`src/rtl/log_mem_ctrl_pkg.sv`:
```
// Shared constants and types for the FIR output log memory sequencer.
package log_mem_ctrl_pkg;

  localparam int unsigned NB_DATA_DEF = 14;
  localparam int unsigned NB_ADDR_DEF = 10;

  typedef logic [1:0] state_t;

  localparam state_t ST_IDLE = 2'd0;
  localparam state_t ST_LOG  = 2'd1;
  localparam state_t ST_HOLD = 2'd2;
  localparam state_t ST_READ = 2'd3;

  typedef struct packed {
    logic read_cmd;
    logic log_cmd;
  } cmd_t;

endpackage

```
`src/rtl/log_mem_ctrl_edge_detect.sv`:
```
// Turns toggle-style levels into one-cycle pulses on either edge.
// History is armed on the first clock after reset so a non-zero level is not a command.
module log_mem_ctrl_edge_detect #(
  parameter int unsigned Width = 1
) (
  input  logic             clk_i,
  input  logic             rst_ni,
  input  logic [Width-1:0] level_i,
  output logic [Width-1:0] pulse_o
);

  logic             armed_q, armed_d;
  logic [Width-1:0] hist_q, hist_d;
  logic [Width-1:0] pulse_q, pulse_d;

  always_comb begin
    armed_d = 1'b1;
    hist_d  = level_i;
    pulse_d = armed_q ? (level_i ^ hist_q) : '0;
  end

  always_ff @(posedge clk_i or negedge rst_ni) begin
    if (!rst_ni) begin
      armed_q <= 1'b0;
      hist_q  <= '0;
      pulse_q <= '0;
    end else begin
      armed_q <= armed_d;
      hist_q  <= hist_d;
      pulse_q <= pulse_d;
    end
  end

  assign pulse_o = pulse_q;

endmodule

```
`src/rtl/log_mem_ctrl.sv`:
```
// Capture / read-back sequencer for the FIR output log RAM, driven by front-panel
// toggle levels. The RAM is external with a one-cycle read latency.
module log_mem_ctrl
  import log_mem_ctrl_pkg::*;
#(
  parameter int unsigned NB_DATA = NB_DATA_DEF,
  parameter int unsigned NB_ADDR = NB_ADDR_DEF
) (
  input  logic               i_clock,
  input  logic               i_reset_n,
  input  logic               i_log_btn,
  input  logic               i_read_btn,
  input  logic [NB_DATA-1:0] i_data,
  input  logic               i_data_valid,
  output logic               o_wr_en,
  output logic [NB_ADDR-1:0] o_wr_addr,
  output logic [NB_DATA-1:0] o_wr_data,
  output logic               o_rd_en,
  output logic [NB_ADDR-1:0] o_rd_addr,
  input  logic [NB_DATA-1:0] i_rd_data,
  input  logic               i_rd_ready,
  output logic [NB_DATA-1:0] o_rd_data,
  output logic               o_rd_valid,
  output logic [NB_ADDR:0]   o_log_count,
  output logic [1:0]         o_state
);

  localparam int unsigned   Depth   = 1 << NB_ADDR;
  localparam logic [NB_ADDR:0] LastCnt = (NB_ADDR + 1)'(Depth - 1);

  logic [1:0] cmd_pulse;
  cmd_t       cmd;

  log_mem_ctrl_edge_detect #(
    .Width (2)
  ) u_edge_detect (
    .clk_i   (i_clock),
    .rst_ni  (i_reset_n),
    .level_i ({i_read_btn, i_log_btn}),
    .pulse_o (cmd_pulse)
  );

  assign cmd = cmd_t'(cmd_pulse);

  state_t             state_q, state_d;
  logic [NB_ADDR:0]   count_q, count_d;
  logic [NB_ADDR:0]   rd_ptr_q, rd_ptr_d;
  logic               wr_en_q, wr_en_d;
  logic [NB_ADDR-1:0] wr_addr_q, wr_addr_d;
  logic [NB_DATA-1:0] wr_data_q, wr_data_d;
  logic               rd_valid_q, rd_valid_d;
  logic [NB_DATA-1:0] rd_last_q, rd_last_d;
  logic [NB_ADDR-1:0] rd_addr_last_q, rd_addr_last_d;
  logic               rd_issue;

  // Any pending command aborts the read, so no new read is issued alongside it.
  assign rd_issue = (state_q == ST_READ) && i_rd_ready && (rd_ptr_q < count_q) &&
                    !cmd.log_cmd && !cmd.read_cmd;

  always_comb begin
    state_d        = state_q;
    count_d        = count_q;
    rd_ptr_d       = rd_ptr_q;
    wr_en_d        = 1'b0;
    wr_addr_d      = wr_addr_q;
    wr_data_d      = wr_data_q;
    rd_valid_d     = rd_issue;
    rd_last_d      = rd_valid_q ? i_rd_data : rd_last_q;
    rd_addr_last_d = rd_addr_last_q;

    if (rd_issue) begin
      rd_ptr_d       = rd_ptr_q + 1'b1;
      rd_addr_last_d = rd_ptr_q[NB_ADDR-1:0];
    end

    case (state_q)
      ST_IDLE: begin
        if (cmd.log_cmd) begin
          state_d = ST_LOG;
          count_d = '0;
        end
      end
      ST_LOG: begin
        // The write address always equals the number of words captured so far.
        if (i_data_valid) begin
          wr_en_d   = 1'b1;
          wr_addr_d = count_q[NB_ADDR-1:0];
          wr_data_d = i_data;
          count_d   = count_q + 1'b1;
          if (count_q == LastCnt) state_d = ST_HOLD;
        end
        if (cmd.log_cmd) state_d = ST_HOLD;
      end
      ST_HOLD: begin
        if (cmd.log_cmd) begin
          state_d = ST_LOG;
          count_d = '0;
        end else if (cmd.read_cmd) begin
          if (count_q != '0) begin
            state_d  = ST_READ;
            rd_ptr_d = '0;
          end else begin
            state_d = ST_IDLE;
          end
        end
      end
      ST_READ: begin
        if (cmd.log_cmd) begin
          state_d = ST_LOG;
          count_d = '0;
        end else if (cmd.read_cmd) begin
          state_d = ST_HOLD;
        end else if (rd_ptr_q == count_q) begin
          // Last read issued on the previous edge; its valid is out this cycle.
          state_d = ST_HOLD;
        end
      end
      default: state_d = ST_IDLE;
    endcase
  end

  always_ff @(posedge i_clock or negedge i_reset_n) begin
    if (!i_reset_n) begin
      state_q        <= ST_IDLE;
      count_q        <= '0;
      rd_ptr_q       <= '0;
      wr_en_q        <= 1'b0;
      wr_addr_q      <= '0;
      wr_data_q      <= '0;
      rd_valid_q     <= 1'b0;
      rd_last_q      <= '0;
      rd_addr_last_q <= '0;
    end else begin
      state_q        <= state_d;
      count_q        <= count_d;
      rd_ptr_q       <= rd_ptr_d;
      wr_en_q        <= wr_en_d;
      wr_addr_q      <= wr_addr_d;
      wr_data_q      <= wr_data_d;
      rd_valid_q     <= rd_valid_d;
      rd_last_q      <= rd_last_d;
      rd_addr_last_q <= rd_addr_last_d;
    end
  end

  assign o_wr_en     = wr_en_q;
  assign o_wr_addr   = wr_addr_q;
  assign o_wr_data   = wr_data_q;
  assign o_rd_en     = rd_issue;
  assign o_rd_addr   = rd_issue ? rd_ptr_q[NB_ADDR-1:0] : rd_addr_last_q;
  assign o_rd_data   = rd_valid_q ? i_rd_data : rd_last_q;
  assign o_rd_valid  = rd_valid_q;
  assign o_log_count = count_q;
  assign o_state     = state_q;

endmodule

```
`config.mk`:
```
export PLATFORM = sky130hd
export DESIGN_NAME = log_mem_ctrl
export DESIGN_NICKNAME = d
export VERILOG_FILES = /design/src/rtl/log_mem_ctrl_pkg.sv /design/src/rtl/log_mem_ctrl_edge_detect.sv /design/src/rtl/log_mem_ctrl.sv
export SDC_FILE = /design/constraint.sdc
export NUM_CORES = 1
export LEC_CHECK = 0
export BUFFER_PORTS_ARGS = -buffer_cell sky130_fd_sc_hd__buf_2
export CORE_MARGIN = 5
export CORE_UTILIZATION = 50
export CTS_CLUSTER_DIAMETER = 30
export DETAILED_ROUTE_END_ITERATION = 7
export HOLD_SLACK_MARGIN = 0.06
export PLACE_DENSITY = 0.81
export SETUP_SLACK_MARGIN = 0.1
export SYNTH_ARGS = -nofsm -noshare
export SYNTH_HDL_FRONTEND = slang
export SYNTH_SLANG_ARGS = --single-unit
export TNS_END_PERCENT = 20
```
`constraint.sdc`:
```
create_clock -name i_clock -period 2.25 [get_ports i_clock]
set_clock_uncertainty 0.05 [all_clocks]
set_input_delay 0.225 -clock i_clock [delete_from_list [all_inputs] [get_ports i_clock]]
set_output_delay 0.225 -clock i_clock [all_outputs]
set_load 0.1 [all_outputs]
```
; Word level (Yosys, flattened, before mapping)
; Cells that the tools add are included.
[classes]
add_sub_neg = 2
n_mul = 0
div = 0
n_lt_le_gt_ge = 1
eq_ne = 12
n_shift = 0
mux = 24
n_bitwise = 1
reduce_logical = 12
[op_table]
columns = op, count
row1 = $mux W11, 7
row2 = $add A11 B1 Y11 const B, 2
row3 = $mux W2, 11
row4 = $pmux W11 S2, 1
row5 = $mux W14, 1
row6 = $eq A11 B10 Y1 const B, 1
row7 = $eq A11 B11 Y1, 1
row8 = $lt A11 B11 Y1, 1
row9 = $reduce_bool A11 Y1, 1
row10 = $mux W10, 1
row11 = $pmux W2 S4, 1
row12 = $ne A3 B2 Y1 const B, 2
row13 = $reduce_and A5 Y1, 1
row14 = $eq A2 B2 Y1 const B, 2
row15 = $logic_and A1 B1 Y1, 4
row16 = $ne A2 B1 Y1 const B, 2
row17 = $ne A4 B1 Y1 const B, 1
row18 = $reduce_and A2 Y1, 2
row19 = $ne A3 B1 Y1 const B, 1
row20 = $reduce_or A3 Y1, 1
row21 = $eq A2 B1 Y1 const B, 1
row22 = $logic_not A1 Y1, 2
row23 = $logic_not A2 Y1, 1
row24 = $mux W1, 2
row25 = 2 further kinds, 2
[word_totals]
ff_bits = 79
latchBits = 0
mem_bits_rw = 0
mem_bits_ro = 0
input_bits = 34
out_inout_bits = 64
wordCells = 64
n_memories = 0

; Logic depth before layout (Yosys ltp)
; Gate-level depths: netlist of run 1.
[depth]
ltp_word = 10
mapped_depth = 9
ltp_nobuf = 8

; Cells and area by module
; From an unflattened synthesis of run 1, not the netlist that was laid out.
[unflattened]
cells_unflattened = 346
area_unflattened_um2 = 3524.6
[by_module_without_submodules]
columns = mod, n_inst, cells_per_inst, area_per_inst_um2, seq_area_each_um2
row1 = log_mem_ctrl, 1, 336, 3365.7, 1851.8
row2 = log_mem_ctrl_edge_detect, 1, 10, 158.9, 125.1

; Least setup slack after synthesis of run 1
; OpenSTA, ideal clock, no wires.
[synth_path]
kind = reg2reg
from = register count_q[6] (netlist: o_log_count[6])
to = register rd_addr_last_q[0]
arrival_time_ps = 4607
required_time_ps = 1847
slack_ps = -2761
path_stages_with_launch = 8
n_path_buf = 1
period_less_slack_ps = 5011
path_cell_list = dfrtp_1 inv_1 ha_1 a21oi_1 o21ai_0 a2111o_1 clkbuf_1 o21ai_0
[synth_via]
elab_chain_len = 5
[synth_lines]
columns = element, line_no
row1 = start: declaration, log_mem_ctrl.sv:46  ; logic [NB_ADDR:0] count_q, count_d;
row2 = start signal: assignment, log_mem_ctrl.sv:135  ; count_q <= count_d;
row3 = $lt A11 B11 Y1, log_mem_ctrl.sv:57  ; assign rd_issue = (state_q == ST_READ) && i_rd_ready && (rd_ptr_q < count_q) &&
row4 = $logic_and A1 B1 Y1 (2 in series), log_mem_ctrl.sv:57
row5 = $logic_and A1 B1 Y1, log_mem_ctrl.sv:58  ; !cmd.log_cmd && !cmd.read_cmd;
row6 = $mux W10, -
row7 = via o_rd_addr[0], log_mem_ctrl.sv:19  ; output logic [NB_ADDR-1:0] o_rd_addr,
row8 = end signal: assignment, log_mem_ctrl.sv:142  ; rd_addr_last_q <= rd_addr_last_d;
row9 = end: declaration, log_mem_ctrl.sv:53  ; logic [NB_ADDR-1:0] rd_addr_last_q, rd_addr_last_d;
; The timed path passes the listed nets, and every way through them passes these cells.
; A chain may end at the register's enable or synchronous reset.

; Final worst setup path of run 1
[layout_path]
from = register count_q[4] (netlist: o_log_count[4])
to = output o_rd_addr[2]
[layout_via]
elab_chain_len = 5
[layout_lines]
columns = element, line_no
row1 = $lt A11 B11 Y1, log_mem_ctrl.sv:57
row2 = $logic_and A1 B1 Y1 (2 in series), log_mem_ctrl.sv:57
row3 = $logic_and A1 B1 Y1, log_mem_ctrl.sv:58
row4 = $mux W10, -
row5 = end: declaration, log_mem_ctrl.sv:19
; Every way passes these cells.

==> results of run 1 <==
## layout by cell type (no fill, tap or decap), types with 6 or more instances in the layout
master,synthesis,final
nand2_1,95,71
dlygate4sd3_1,0,24
buf_12,0,15
clkbuf_8,0,10
mux2_2,16,16
dfrtp_4,0,10
a21oi_1,15,8
or3_1,7,7
nand3_1,7,7
inv_4,0,7
xnor2_1,6,6
ha_1,14,7
nand2_8,0,14
nand2_2,0,9
dfrtp_1,79,66
a21oi_2,0,7
nand4_1,12,12
o21ai_0,24,21
ha_4,0,7
buf_4,3,39
nor2_1,13,12
inv_1,15,6
buf_2,1,85
## worst paths after layout
kind | to | slack (ns) | cells past startpoint
max | o_rd_addr[2] | -0.45 | 10
min in group asynchronous | rd_last_q[13] | 0.32 | 2
max reg2reg | rd_ptr_q[7] | -0.12 | 8
min reg2reg | u_edge_detect.pulse_o[1] | 0.42 | 1
max in group asynchronous | o_log_count[0] | 1.23 | 3
min | rd_last_q[4] | 0.07 | 2
## final cells by class
class,count,area [µm²]
sequential,79,2020
fill,408,1280
inverter,17,82.6
clock inverter,5,81.3
tap,96,120
timing repair buffer,164,1270
clock buffer,11,141
multi-input combinational,243,1870
## registers in the layout, indices dropped and copies added (netlist names), 2 cells and up
signal	flops
o_wr_addr	10
rd_addr_last_q	10
u_edge_detect.hist_q	2
rd_ptr_q	11
o_state	2
rd_last_q	14
u_edge_detect.pulse_o	2
o_log_count	11
o_wr_data	14
## cells by family (layout without fill, tap and decap cells)
| kind of cell | after synthesis | count (layout) | share of synthesized area |
|---|---|---|---|
| compound gates | 46 | 46 | 0.0758 |
| mux | 19 | 19 | 0.0590 |
| other cells | 1 | 1 | 0.00105 |
| flops | 79 | 79 | 0.555 |
| simple gates | 155 | 155 | 0.206 |
| buf+inv | 29 | 197 | 0.0341 |
| fa+ha+maj | 14 | 14 | 0.0492 |
| xor+xnor | 8 | 8 | 0.0197 |
## repair_timing
item | in CTS | in global routing
pin swaps | 25 | 11
setup buffers | 1 | 0
endpoints found under the setup margin | 25 | 25
gates resized for setup | 9 | 19
hold buffers | 21 | 3
hold endpoints to repair | 54 | 3
## power by group
part | switching, mW | internal [mW]
sequential | 0.226 | 1.77
clock | 0.510 | 0.655
combinational | 3.18 | 0.889
total | 3.91 | 3.32
## routing by layer
layer,track usage,wire [µm],up-vias
met1,0.259,3880,1559
met2,0.411,5160,103
met5,0,0,-
met4,0.0650,127,0
met3,0.0741,615,15
li1,-,-,1517
## metrics by stage
| step | hold slack [ns] | cells | power, mW |
|---|---|---|---|
| after global placement | 0.151 | 574 | 5.87 |
| after floorplan | -0.121 | 351 | 5.13 |
| after detailed placement | 0.155 | 574 | 5.96 |
| after CTS | 0.0608 | 612 | 7.20 |
| after global routing | 0.0617 | 615 | 7.55 |
| final | 0.0731 | 615 | 7.23 |
==> out/summary.txt, run 1 <==
Outcome -> complete, but fails checks
Failing checks -> setup timing
Hpwl dp -> 6700 µm
Worst-path maximum fanout -> 7
Number of synthesis warnings -> 0
CTS Buf Count -> 9
Row count -> 30
Port bufs -> 97
Placer Congestion -> 0.820
Worst hold path class -> input pin to register
I/O pins -> 98
Core Area -> 6870 µm²
Depth of the CTS H-tree -> 3
Most frequent cell after synthesis -> nand2_1
Final Hold Fails -> 0
Req. time, crit path -> 1.98 ns
Pre-CTS worst setup slack -> -0.139 ns
Critical path's largest stage delay -> 0.50 ns
Die X -> 94.4 µm
Clock slew at reported path FFs -> 0.08 ns
Most used DFF post-synth -> dfrtp_1
# DRC -> 0
Worst-skew pair later-pin latency -> 0.35 ns
HP Start -> i_rd_data[4]
Worst path cell trace -> inv_4, ha_4, a21oi_2, o21ai_1, a2111o_1, inv_4, buf_12, nand2_8, nand2_8, buf_12
Pleak -> 2.74 nW
Detailed Route Iter0 Violations -> 173
Clock Tree Buf Depth -> 2
Synthesized instance count -> 351
Wire per inst -> 15.9 µm
RSZ-0062 raised after global routing -> yes
Worst Path Buf+Inv -> 4
Post-layout util -> 0.814
Final instance area -> 5590 µm²
Die Y -> 94.4 µm
Post-synth EDFFs -> 0
Post-synth top cells -> nand2_1 (95), dfrtp_1 (79), o21ai_0 (24), mux2_2 (16)
Endpoints failing setup -> 18
Rel. slew slack -> 0.632
DP Area -> 5030 µm²
ANT cells -> 0
Max Slew Vio Count -> 0
Initial Utilization -> 0.519
Setup TNS -> -5.05 ns
Drt pass-1 iters -> 4
GRT Total Usage -> 0.229
Share of synthesized registers carrying an async set or reset -> 1.00
Synth Cell Area -> 3560 µm²
Period utilization -> 1.20
Crit path launch -> o_log_count[4]
Top-area cell type share of the netlist area -> 0.555
Via count -> 3,194
CTS sink cnt -> 79
Ratio of cells with drive above 1 in the final layout -> 0.468
CTS tree -> built
Period minus WS final -> 2.70 ns
Max IR drop VDD -> 0.00128 V
Clock root cell -> clkbuf_8
Post-Route WL -> 9780 µm
Critical Path Start Type -> register
Pwr Density -> 1290 nW/µm²
Area Growth Syn to Fin -> 56.9%
Synthesized flop and latch total -> 79
Slew @ Worst Pin -> 0.552 ns
Vias per inst -> 5.19
Die ar. -> 8920 µm²
Critical Path Sink Type -> primary output
Vias in the first global route -> 3,398
Antenna Nets Post-Route -> 0
Setup CP Type -> register to primary output
Ranking of synthesized cells by area -> dfrtp_1 (55%), nand2_1 (10%), mux2_2 (5.1%)
Sequential-to-total area share from yosys stat -> 0.555
Arrival @ worst endpoint -> 2.43 ns
Largest net degree at the start of global routing -> 46
First-pass GRT wire length -> 15,900 µm
Fmax achieved -> 370 MHz
Distinct cell type count after synthesis -> 40
Cell taking the most area after synthesis -> dfrtp_1
CP max stage cell -> dfrtp_4
Initial antenna violation count -> 0
Reg2reg start -> o_log_count[4]
Post-synth net total -> 399
Gr ovfl total -> 0
Delay-heaviest family, CP -> compound AO/OA/AOI/OAI gates
Synthesized area per cell -> 10.2 µm²
Fin worst setup slack -> -0.455 ns
Layout Nets -> 562
Max Cap Viol -> 0
(Power assumes the default switching activity.)
==> inputs of run 2 (changes only) <==
--- a/config.mk
+++ b/config.mk
@@ -12,7 +12,6 @@
 export DETAILED_ROUTE_END_ITERATION = 7
 export HOLD_SLACK_MARGIN = 0.06
 export PLACE_DENSITY = 0.81
-export SETUP_SLACK_MARGIN = 0.1
 export SYNTH_ARGS = -nofsm -noshare
 export SYNTH_HDL_FRONTEND = slang
 export SYNTH_SLANG_ARGS = --single-unit
==> run 2 against run 1 <==
  * The flow still finishes with violations (setup timing)
  * Clock-buffer cell count is the same
  * Register-to-register slack about the same
  * Sequential power hardly changed
  * Core utilization increased by 0.24 points
  * Global-route usage is essentially flat
  * Hold slack lost 0.0082 ns
  * Design area rose by 0.29%
  * Sequential share of layout area down 0.10 points
  * Non-clock buffer count rose by 2
  * Critical endpoint unchanged
==> out/summary.txt, run 2 (same netlist as run 1, synthesis figures left out) <==
Outcome -> complete, but fails checks
Failing checks -> setup timing
Placer Congestion -> 0.820 (unchanged)
Final Hold Fails -> 0 (unchanged)
DP Area -> 5030 µm² (unchanged)
Endpoints failing setup -> 20 (+2)
Most frequent cells in the layout -> buf_2 (85), nand2_1 (73), dfrtp_1 (66)
Period minus WS final -> 2.69 ns (-0.0149 ns)
Layout Nets -> 564 (+0.36%)
Fillers -> 401 (-1.7%)
Detailed Route Iter0 Violations -> 171 (-1.2%)
Die Y -> 94.4 µm (unchanged)
ANT cells -> 0 (unchanged)
Clock slew at reported path FFs -> 0.08 ns (about the same)
Hold endpoint -> rd_last_q[4]
HP Start -> i_rd_data[4]
Critical Path Sink Type -> primary output
Die X -> 94.4 µm (unchanged)
Wire per inst -> 16.0 µm (+0.63%)
Initial Utilization -> 0.519 (unchanged)
R2R Setup Slk -> -0.12 ns (about the same)
Worst hold path class -> input pin to register
First-pass GRT wire length -> 15,900 µm (+0.26%)
Max Cap Viol -> 0 (unchanged)
Slew @ Worst Pin -> 0.746 ns (+0.194 ns)
Worst-path maximum fanout -> 7 (unchanged)
Req. time, crit path -> 1.98 ns (about the same)
WHS Path Cells -> 2 (unchanged)
Hpwl dp -> 6700 µm (unchanged)
Largest net degree at the start of global routing -> 46 (unchanged)
Period utilization -> 1.20 (-0.00660)
RSZ-0062 raised after global routing -> yes
GRT Total Usage -> 0.229 (+0.000339)
Reg2Reg Depth -> 10 (+2)
Antenna Nets Post-Route -> 0 (unchanged)
Reg2reg start -> o_log_count[10]
Pleak -> 2.74 nW (+0.19%)
Cell total after placement -> 574 (unchanged)
Commonest non-fill, non-tap cell in the layout -> buf_2
Arrival @ worst endpoint -> 2.42 ns (about the same)
Die ar. -> 8920 µm² (unchanged)
Clock root cell -> clkbuf_8
Clock Tree Buf Depth -> 2 (unchanged)
Max IR drop VDD -> 0.00128 V (+0.13%)
Drt pass-1 iters -> 6 (+2)
Fmax achieved -> 372 MHz (+0.55%)
CTS sink cnt -> 79 (unchanged)
Fin worst setup slack -> -0.440 ns (+0.0149 ns)
CTS Buf Count -> 9 (unchanged)
Register Area -> 2020 µm² (unchanged)
Setup CP Type -> register to primary output
Post-layout util -> 0.816 (+0.00237)
Pwr Density -> 1290 nW/µm² (about the same)
Vias in the first global route -> 3,394 (-0.12%)
Pre-CTS worst setup slack -> -0.139 ns (unchanged)
# DRC -> 0 (unchanged)
Vias per inst -> 5.21 (+0.36%)
CTS tree -> built
Power Total -> 7.26 mW (+0.36%)
Area Growth Syn to Fin -> 57.4%
Post-route insts no fill -> 617 (+0.33%)
Max Slew Vio Count -> 0 (unchanged)
Row count -> 30 (unchanged)
Post-Route WL -> 9880 µm (+0.96%)
Critical Path Start Type -> register
Initial antenna violation count -> 0 (unchanged)
I/O pins -> 98 (unchanged)
Ratio of cells with drive above 1 in the final layout -> 0.464 (-0.00372)
Core Area -> 6870 µm² (unchanged)
Port bufs -> 97 (unchanged)
Rel. slew slack -> 0.501 (-0.131)
Via count -> 3,216 (+0.69%)
Gr ovfl total -> 0 (unchanged)
R2r endpoint -> rd_ptr_q[6]
Depth of the CTS H-tree -> 3 (unchanged)
Final instance area -> 5610 µm² (+0.29%)
Worst-skew pair later-pin latency -> 0.35 ns (about the same)
Multi-input gate area -> 1860 µm² (-0.60%)
[run 2: where the power goes]
part | internal [mW] | leakage [nW] | switching [mW] | total, mW
Sequential | 1.77 | 1.02 | 0.229 | 2.00
Combinational | 0.895 | 1.61 | 3.18 | 4.08
Clock | 0.655 | 0.110 | 0.521 | 1.18
[run 2: metrics by stage]
step                      hold WS (ns)  TNS (ns)
after global placement           0.151    -0.420
after detailed placement         0.155    -0.936
after global routing            0.0617     -6.16
after floorplan                 -0.121     -5.83
after CTS                       0.0608     -4.90
final                           0.0649     -4.94
[run 2: worst max path at each step]
stage / from / end / slack (ns)
2_1_floorplan: o_log_count[8] / o_rd_addr[0] / -0.41
3_3_place_gp: o_log_count[8] / o_rd_addr[9] / -0.08
3_5_place_dp: o_log_count[8] / o_rd_addr[5] / -0.14
4_1_cts: o_log_count[10] / o_rd_addr[2] / -0.47
5_1_grt: o_log_count[1] / o_rd_addr[1] / -0.50
6_report: o_log_count[10] / o_rd_addr[2] / -0.44
[run 2: worst max-delay path, stage by stage, from the launching register on]
cell and delay [ns]:
dfrtp_4 0.49, inv_2 0.07, ha_4 0.19, and4_1 0.19
a2111o_1 0.50, inv_4 0.14, buf_12 0.17, nand2_8 0.07
nand2_8 0.06, buf_12 0.16
[run 2: cell type report]
class                           instances  area share
Clock buffer                           11      0.0252
Clock inverter                          5      0.0145
Sequential cell                        79       0.360
Tap cell                               96      0.0214
Timing Repair Buffer                  166       0.231
Multi-Input combinational cell        243       0.332
Inverter                               17      0.0156
[run 2: repair_timing]
item                                   4_1_cts  5_1_grt
endpoints found under the hold margin       54        3
setup endpoints to repair                   21       26
hold buffers                                21        3
setup buffers                                1        2
pin swaps                                   16       12
gates resized for setup                      7       21
[run 2: routing by layer]
layer  track usage  vias to the layer above  wire length, µm
met4        0.0650                        0               88
met3        0.0741                        9              670
met2         0.411                      110             5200
li1              -                     1514                -
met5             0                        -                0
met1         0.260                     1583             3920
==> inputs of run 3 (changes only) <==
--- a/config.mk
+++ b/config.mk
@@ -6,12 +6,14 @@
 export NUM_CORES = 1
 export LEC_CHECK = 0
 export BUFFER_PORTS_ARGS = -buffer_cell sky130_fd_sc_hd__buf_2
+export CELL_PAD_IN_SITES_DETAIL_PLACEMENT = 1
+export CELL_PAD_IN_SITES_GLOBAL_PLACEMENT = 2
 export CORE_MARGIN = 5
-export CORE_UTILIZATION = 50
+export CORE_UTILIZATION = 32
 export CTS_CLUSTER_DIAMETER = 30
 export DETAILED_ROUTE_END_ITERATION = 7
 export HOLD_SLACK_MARGIN = 0.06
-export PLACE_DENSITY = 0.81
+export PLACE_DENSITY = 0.84
 export SYNTH_ARGS = -nofsm -noshare
 export SYNTH_HDL_FRONTEND = slang
 export SYNTH_SLANG_ARGS = --single-unit
==> run 3 against run 2 <==
  * The flow still finishes with violations (setup timing)
  * Critical path depth is 1 higher
  * Core utilization shrank 29 points
  * Fmax about the same
  * Largest cell class unchanged
  * Highest routed layer unchanged
==> out/summary.txt, run 3 (same netlist as run 1, synthesis figures left out) <==
I/O pins -> 98 (unchanged)
Switching pwr -> 3.93 mW (-0.17%)
Critical Path Sink Type -> primary output
Final Hold Fails -> 0 (unchanged)
Worst hold path class -> input pin to register
Area Growth Syn to Fin -> 60.5%
Seq pwr share -> 0.268 (-0.008)
Period minus WS final -> 2.69 ns (-0.00173 ns)
Worst-skew pair later-pin latency -> 0.36 ns (about the same)
DP Area -> 5080 µm² (+0.99%)
Depth of the CTS H-tree -> 3 (unchanged)
First-pass GRT wire length -> 17,200 µm (+8.2%)
Post-Route WL -> 10,300 µm (+4.2%)
Rel. slew slack -> 0.593 (+0.0926)
Commonest non-fill, non-tap cell in the layout -> buf_2
Die X -> 116 µm (+22%)
Layout Nets -> 569 (+0.89%)
RSZ-0062 raised after global routing -> yes
Final instance area -> 5720 µm² (+2.0%)
Outcome -> complete, but fails checks
Fillers -> 1,176 (+190%)
Max IR drop VDD -> 0.00107 V (-16%)
Initial Utilization -> 0.327 (-0.191)
Max Cap Viol -> 0 (unchanged)
Setup CP Type -> register to primary output
Wire per inst -> 15.5 µm (-3.4%)
Worst-path maximum fanout -> 6 (-1)
Period utilization -> 1.19 (about the same)
R2R Setup Slk -> -0.06 ns (+0.06 ns)
Arrival @ worst endpoint -> 2.41 ns (about the same)
Fin worst setup slack -> -0.438 ns (+0.00173 ns)
Largest net degree at the start of global routing -> 45 (-2.2%)
Clock Tree Buf Depth -> 2 (unchanged)
Hpwl dp -> 7560 µm (+13%)
Logic gate share of total power -> 0.546 (-0.016)
Most frequent cells in the layout -> buf_2 (85), nand2_1 (71), dfrtp_1 (66)
Ratio of cells with drive above 1 in the final layout -> 0.466 (+0.00129)
Port bufs -> 97 (unchanged)
Pre-CTS worst setup slack -> -0.139 ns (-0.000593 ns)
# DRC -> 0 (unchanged)
Initial antenna violation count -> 0 (unchanged)
Via count -> 3,196 (-0.62%)
Vias per inst -> 4.80 (-7.9%)
Row count -> 38 (+27%)
Die Y -> 116 µm (+22%)
Failing checks -> setup timing
Internal -> 3.51 mW (+5.5%)
Critical Path Start Type -> register
CTS sink cnt -> 79 (unchanged)
Max Slew Vio Count -> 0 (unchanged)
ANT cells -> 0 (unchanged)
Detailed Route Iter0 Violations -> 56 (-67%)
Gr ovfl total -> 0 (unchanged)
Req. time, crit path -> 1.98 ns (about the same)
Pwr Density -> 1300 nW/µm² (+0.40%)
Switching Fraction -> 0.528 (-0.0137)
Slew @ Worst Pin -> 0.610 ns (-0.136 ns)
Antenna Nets Post-Route -> 0 (unchanged)
Vias in the first global route -> 3,543 (+4.4%)
Placer Congestion -> 0.746 (-9.1%)
Endpoints failing setup -> 16 (-20%)
Clock slew at reported path FFs -> 0.08 ns (about the same)
CTS Buf Count -> 9 (unchanged)
Clock root cell -> clkbuf_8
CTS tree -> built
Core Area -> 10,900 µm² (+59%)
Clock group share of total power -> 0.186 (+0.024)
GRT Total Usage -> 0.164 (-0.0650)
Fmax achieved -> 372 MHz (about the same)
Drt pass-1 iters -> 4 (-2)
Die ar. -> 13,300 µm² (+50%)
Pleak -> 2.77 nW (+0.91%)
run 3: timing repair:
action                     CTS  global route
setup buffers                3             2
hold endpoints to repair    68             0
hold buffers                26             0
gates resized for setup     13            11
pin swaps                   10            10
setup endpoints to repair   16            24
run 3: per-layer routing:
metal | track usage | up-vias | routed length, µm
li1 | - | 1522 | -
met5 | 0 | - | 0
met2 | 0.292 | 82 | 5190
met3 | 0.0433 | 14 | 764
met4 | 0.0634 | 0 | 165
met1 | 0.188 | 1578 | 4170
run 3: worst paths after layout:
check,cells past startpoint,from,endpoint
min,2,i_rd_data[2],rd_last_q[2]
max,10,o_log_count[6],o_rd_addr[6]
max reg2reg,8,o_log_count[6],rd_ptr_q[9]
max in group asynchronous,3,i_reset_n,rd_ptr_q[5]
min in group asynchronous,2,i_reset_n,rd_ptr_q[4]
min reg2reg,2,o_wr_data[10],o_wr_data[10]
run 3: final cells by class:
class / count / area [µm²] / area share
inverter: 17 / 81.3 / 0.0142
clock buffer: 10 / 128 / 0.0223
tap: 140 / 175 / 0.0306
clock inverter: 6 / 133 / 0.0232
multi-input combinational: 243 / 1860 / 0.325
timing repair buffer: 171 / 1320 / 0.231
sequential: 79 / 2020 / 0.353
run 3: metrics by stage:
step	util	setup TNS (ns)	total power, mW	hold slack, ns	cells
after global placement	0.467	-0.667	5.93	0.223	619
after CTS	0.521	-5.29	7.49	0.0639	664
after global routing	0.525	-6.31	7.79	0.0677	666
final	0.525	-4.68	7.43	0.0747	666
after floorplan	-	-5.83	5.13	-0.121	351
after detailed placement	0.467	-1.56	6.02	0.234	619
run 3: power by group through the flow:
stage	Clock (mW)	Combinational [mW]	Sequential (mW)
3_5_place_dp	0	4.00	2.02
5_1_grt	1.48	4.27	2.04
2_1_floorplan	0	1.58	3.55
6_report	1.38	4.06	1.99
3_3_place_gp	0	3.94	1.99
4_1_cts	1.43	4.07	1.99
run 3: critical path: stages, from the launching register on:
cell	delay, ns
dfrtp_4	0.50
inv_4	0.07
ha_4	0.20
a21oi_2	0.10
o21ai_1	0.07
a2111o_1	0.50
inv_4	0.16
buf_12	0.16
nand2_8	0.06
nand2_8	0.06
buf_12	0.16
